<file path="src/rtl/adc366x_tx_emu.sv">
// Serial transmitter emulating a 5-lane ADC366x-style LVDS output: frame lane plus two bit
// lanes per channel, with stream/ramp/toggle sources, per-lane slip delay and inversion.
module adc366x_tx_emu (
  input  logic        clk_i,
  input  logic        rst_i,
  input  logic        cfg_en_i,
  input  logic [1:0]  cfg_pat_i,
  input  logic [4:0]  cfg_inv_i,
  input  logic [2:0]  cfg_slip_i,
  input  logic [31:0] s_dat_i,
  input  logic        s_valid_i,
  output logic        s_ready_o,
  output logic [4:0]  ser_dat_o,
  output logic        sof_o,
  output logic [15:0] underrun_cnt_o
);

  localparam logic [1:0]  PatRamp   = 2'b01;
  localparam logic [1:0]  PatToggle = 2'b10;
  localparam logic [15:0] TogEven   = 16'h5555;
  localparam logic [15:0] TogOdd    = 16'hAAAA;

  logic [2:0]       bit_cnt_q, bit_cnt_d;
  logic             frame_q, frame_d;
  logic [31:0]      hold_q, hold_d;
  logic             hold_full_q, hold_full_d;
  logic [31:0]      last_q, last_d;
  logic [15:0]      sh_a_q, sh_a_d;
  logic [15:0]      sh_b_q, sh_b_d;
  logic [15:0]      ramp_q, ramp_d;
  logic             tog_q, tog_d;
  logic [7:0][4:0]  line_q, line_d;
  logic             sof_p_q, sof_p_d;
  logic             sof_q, sof_d;
  logic [4:0]       ser_q, ser_d;
  logic [15:0]      underrun_q, underrun_d;

  logic        load_now;
  logic        stream_sel;
  logic        accept;
  logic [4:0]  lane;
  logic [31:0] word;

  always_comb begin
    load_now   = (bit_cnt_q == 3'd7);
    stream_sel = (cfg_pat_i != PatRamp) && (cfg_pat_i != PatToggle);
    s_ready_o  = !rst_i && cfg_en_i && (!stream_sel || !hold_full_q || load_now);
    accept     = s_valid_i && s_ready_o;
    lane       = {sh_b_q[15], sh_b_q[14], sh_a_q[15], sh_a_q[14], frame_q};
  end

  always_comb begin
    bit_cnt_d   = bit_cnt_q + 3'd1;
    frame_d     = frame_q;
    hold_d      = hold_q;
    hold_full_d = hold_full_q;
    last_d      = last_q;
    sh_a_d      = {sh_a_q[13:0], 2'b00};
    sh_b_d      = {sh_b_q[13:0], 2'b00};
    ramp_d      = ramp_q;
    tog_d       = tog_q;
    underrun_d  = underrun_q;
    word        = last_q;

    if (load_now) begin
      unique case (cfg_pat_i)
        PatRamp: begin
          word   = {~ramp_q, ramp_q};
          ramp_d = ramp_q + 16'd1;
        end
        PatToggle: begin
          word  = tog_q ? {TogOdd, TogOdd} : {TogEven, TogEven};
          tog_d = !tog_q;
        end
        default: begin
          if (hold_full_q) begin
            word        = hold_q;
            hold_full_d = 1'b0;
          end else begin
            // Underrun: repeat the previous stream word.
            word       = last_q;
            underrun_d = (underrun_q == 16'hFFFF) ? underrun_q : underrun_q + 16'd1;
          end
          last_d = word;
        end
      endcase
      sh_a_d  = word[15:0];
      sh_b_d  = word[31:16];
      frame_d = !frame_q;
    end

    // Refill after the load so a same-cycle accept is not consumed.
    if (accept && stream_sel) begin
      hold_d      = s_dat_i;
      hold_full_d = 1'b1;
    end

    line_d  = {line_q[6:0], lane};
    ser_d   = line_q[cfg_slip_i] ^ cfg_inv_i;
    sof_p_d = (bit_cnt_q == 3'd0);
    sof_d   = sof_p_q;
  end

  always_ff @(posedge clk_i) begin
    if (rst_i || !cfg_en_i) begin
      bit_cnt_q   <= '0;
      frame_q     <= 1'b0;
      hold_q      <= '0;
      hold_full_q <= 1'b0;
      last_q      <= '0;
      sh_a_q      <= '0;
      sh_b_q      <= '0;
      ramp_q      <= '0;
      tog_q       <= 1'b0;
      line_q      <= '0;
      sof_p_q     <= 1'b0;
      sof_q       <= 1'b0;
      ser_q       <= '0;
      if (rst_i) begin
        underrun_q <= '0;
      end
    end else begin
      bit_cnt_q   <= bit_cnt_d;
      frame_q     <= frame_d;
      hold_q      <= hold_d;
      hold_full_q <= hold_full_d;
      last_q      <= last_d;
      sh_a_q      <= sh_a_d;
      sh_b_q      <= sh_b_d;
      ramp_q      <= ramp_d;
      tog_q       <= tog_d;
      line_q      <= line_d;
      sof_p_q     <= sof_p_d;
      sof_q       <= sof_d;
      ser_q       <= ser_d;
      underrun_q  <= underrun_d;
    end
  end

  assign ser_dat_o      = ser_q;
  assign sof_o          = sof_q;
  assign underrun_cnt_o = underrun_q;

endmodule

</file>
<file path="config.mk">
export PLATFORM = sky130hd
export DESIGN_NAME = adc366x_tx_emu
export DESIGN_NICKNAME = d
export VERILOG_FILES = /design/src/rtl/adc366x_tx_emu.sv
export SDC_FILE = /design/constraint.sdc
export NUM_CORES = 1
export LEC_CHECK = 0
export CAP_MARGIN = 40
export CORE_MARGIN = 1
export CORE_UTILIZATION = 52
export CTS_CLUSTER_DIAMETER = 60
export DETAILED_ROUTE_END_ITERATION = 16
export GPL_TIMING_DRIVEN = 0
export HOLD_SLACK_MARGIN = 0.05
export PLACE_DENSITY = 0.76
export SLEW_MARGIN = 20
export SYNTH_ARGS = -nofsm -noshare
export SYNTH_HDL_FRONTEND = slang
export SYNTH_SLANG_ARGS = --single-unit
export TNS_END_PERCENT = 1
</file>
<file path="constraint.sdc">
create_clock -name clk_i -period 2 [get_ports clk_i]
set_input_delay 0.4 -clock clk_i [delete_from_list [all_inputs] [get_ports clk_i]]
set_output_delay 0.4 -clock clk_i [all_outputs]
set_load 0.02 [all_outputs]
</file>
==> results.md <==
* Vias/cell at 5.44
* WP buf/inv at 1
* GRT Util Overall at 0.246
* CP Cell Sequence: ha_2, ha_4, nor2b_2, a21oi_4, buf_6
* Crit end category: output port
* Hold EP: bit_cnt_q[0]
* Initial antenna violation count at 0
* Reg-to-reg endpoint: hold_q[28]
* CTS sink count at 181
* Worst hold stages at 1
* GPL Wtd Cong at 0.954
* Worst Skew at 0.00996 ns
* Latest clock arrival within the worst-skew pair at 0.43 ns
* Maximum clock rate at 503 MHz
* Yosys cell types at 43
* Count of final setup violators at 0
* Vias in the first global route at 5,742
* Reg power frac at 0.494
* Die Wd at 123 µm
* TritonRoute pass-1 iters at 5
* Period utilisation layout at 0.994
* H-tree levels at 4
* Flops & latches, synth at 181
* Sw Share at 0.241
* Synthesized area at 7630 µm²
* Peak VDD IR at 637 µV
* # fillers at 1,197
* Max-Cap Viols at 0
* Avg Cell Area, Syn at 9.10 µm²
* Power per cell area at 817 nW/µm²
* Starting Density at 0.542
* Hold Slack at 0.417 ns
* Reg area at 3780 µm²
* Drt total wl at 17,300 µm
* # port buffers at 65
* Delay-heaviest family, CP: adder cells
* Yosys warning total at 0
* First-pass GRT wire length at 28,400 µm
* Total grt overflow at 0
* Row Count at 43
* Pre-CTS WS at -1.14 ns
* Outcome: finished, final reports clean
* CP peak stage delay at 0.33 ns
* Number of synthesized flops with an enable pin at 16
* Synth-to-Final Area Change at 20.8%
* Multi-input logic area at 3610 µm²
* Tightest Pin Transition at 0.588 ns
* Crit path time final at 1.99 ns
* Slowest stage cell on the critical path: dfxtp_2
* Hold crit path type: flip-flop to flip-flop
* Worst reg2reg setup slack at 0.10 ns
* Fin. Hold Viols at 0
* Asr flop ratio synth at 0
* Core area at 14,100 µm²
* Critical Path RT at 1.60 ns
* Hold-fix buffers, CTS at 0
* RSZ-0062 raised after global routing: yes
* Max FO, Critical Path at 7
* Setup CP Type: flip-flop to output port
* Cells after Synth at 839
* CTS Buf Count at 17
* Max-slew violation count at 0
* Remaining antenna violation count at 0
* WL/cell at 15.5 µm
* Post-DP HPWL at 12,400 µm
* Slack of the critical path at 0.0126 ns
* Clock transition at the registers of the reported paths at 0.07 ns
* Clock network power share at 0.433
* Synth area leader: dfxtp_1
* Root buffer cell: clkbuf_16
* Die ar. at 15,200 µm²
* Leak at 3.16 nW
* Chip height at 123 µm
* # IOs at 69
* Synth top area cells: dfxtp_1 (43%), nand2_1 (8.0%), a21oi_1 (6.6%)
* Post-synth top flop: dfxtp_1
* Crit path launch type: flip-flop
* Internal power at 0.00572 W
* HP Start: bit_cnt_q[0]
* Sequential fraction of the synthesis area at 0.496
* CTS tree: yes
* Switching power at 0.00181 W
* Worst r2r src: bit_cnt_q[0]
* Nets at 975
* DRC at 0
* Largest net degree at the start of global routing at 18
* Layout cells sized above 1 at 0.0952
* Max Buffers Root-to-Sink at 2
* Reg2Reg Depth at 8
* Synth top area share at 0.433
* Diode count at 0
* Slew HR at 0.608
* Via count at 6,066
* CP arrival at 1.59 ns
* DR iter-0 viols at 398
* Syn_nets at 892
* Comb power frac at 0.073
layout by cell type (no fill, tap or decap), drive strengths merged, types with 17 or more instances in the layout:
master / count
nand3: 22
inv: 17
a21oi: 101
and2: 46
clkdlybuf4s50: 60
mux2i: 44
nand2: 162
clkbuf: 67
dfxtp: 165
nor2: 43
nand2b: 23
logic make-up after synthesis:
kind of cell / count (synthesis) / share of synthesized area
and+or+nand+nor: 349 / 0.219
DFF: 181 / 0.496
AOI/OAI and AO/OA: 146 / 0.114
buffers and inverters: 74 / 0.0403
muxes: 54 / 0.0872
xor gates and xnor gates: 28 / 0.0321
adders and majority gates: 7 / 0.0115
worst max-delay path by stage:
stage	cells after the start	endpoint	startpoint
6_report	5	s_ready_o	bit_cnt_q[0]
3_5_place_dp	7	s_ready_o	cfg_pat_i[0]
3_3_place_gp	7	s_ready_o	cfg_pat_i[0]
2_1_floorplan	5	underrun_cnt_o[0]	underrun_cnt_o[0]
4_1_cts	6	s_ready_o	rst_i
5_1_grt	5	s_ready_o	bit_cnt_q[0]
cells in the mapped netlist (3+ instances only):
cell	number
nand2_1	162
or3_1	5
nor2b_1	14
a21oi_1	101
o21ai_0	5
o311ai_0	10
and2_1	46
nor4_1	9
buf_2	5
buf_1	4
xor2_1	12
a211oi_1	8
nand2b_1	23
a221oi_1	7
nor3_1	9
a211o_1	10
edfxtp_1	16
nand3_1	21
mux4_2	10
mux2i_1	44
clkbuf_1	52
a31o_2	3
nand4_1	7
dfxtp_1	165
nor2_1	43
inv_1	10
ha_1	7
xnor2_1	16
area by class of cell:
cell class                 instances  share of cell area
multi-input combinational        584               0.392
tap                              180              0.0244
buffer                            62              0.0343
timing repair buffer              66              0.0720
inverter                          10             0.00407
sequential                       181               0.410
clock inverter                    14              0.0153
clock buffer                      18              0.0476
metrics by stage:
stage	power (W)	utilization	area [µm²]	std cells	TNS, ns
finish	0.00753	0.654	9220	1115	0
global route	0.00779	0.654	9220	1115	-0.116
CTS	0.00757	0.652	9190	1115	-0.364
detailed placement	0.00432	0.604	8520	1084	-83.69
global placement	0.00431	0.604	8520	1084	-77.61
floorplan	0.00409	-	7640	839	0
power by group through the flow:
stage / Sequential [W] / Clock [W] / Combinational (W)
6_report: 0.00372 / 0.00326 / 0.000552
5_1_grt: 0.00372 / 0.00346 / 0.000602
4_1_cts: 0.00372 / 0.00330 / 0.000546
3_5_place_dp: 0.00380 / 0 / 0.000516
3_3_place_gp: 0.00380 / 0 / 0.000513
2_1_floorplan: 0.00382 / 0 / 0.000268
metal layers:
metal | vias to the layer above | share of wire | track usage
li1 | 3038 | - | -
met1 | 2781 | 0.44 | 0.316
met2 | 209 | 0.47 | 0.400
met3 | 38 | 0.061 | 0.0554
met4 | 0 | 0.027 | 0.0994
met5 | - | 0 | 0
repair_timing:
| action | CTS | global route |
|---|---|---|
| setup buffers | 1 | 0 |
| cloned | 0 | 0 |
| setup endpoints to repair | 124 | 92 |
| gates resized for setup | 38 | 19 |
| pin swaps | 2 | 2 |
state kept, by name, summed over array words and instances (netlist names), 3 cells and up:
name	cells
underrun_cnt_o	16
line_q	5
last_q	32
line_d	35
bit_cnt_q	3
hold_q	32
sh_a_q	16
sh_b_q	16
ser_dat_o	5
ramp_q	16
No activity file was read; power rests on OpenSTA's default activity.
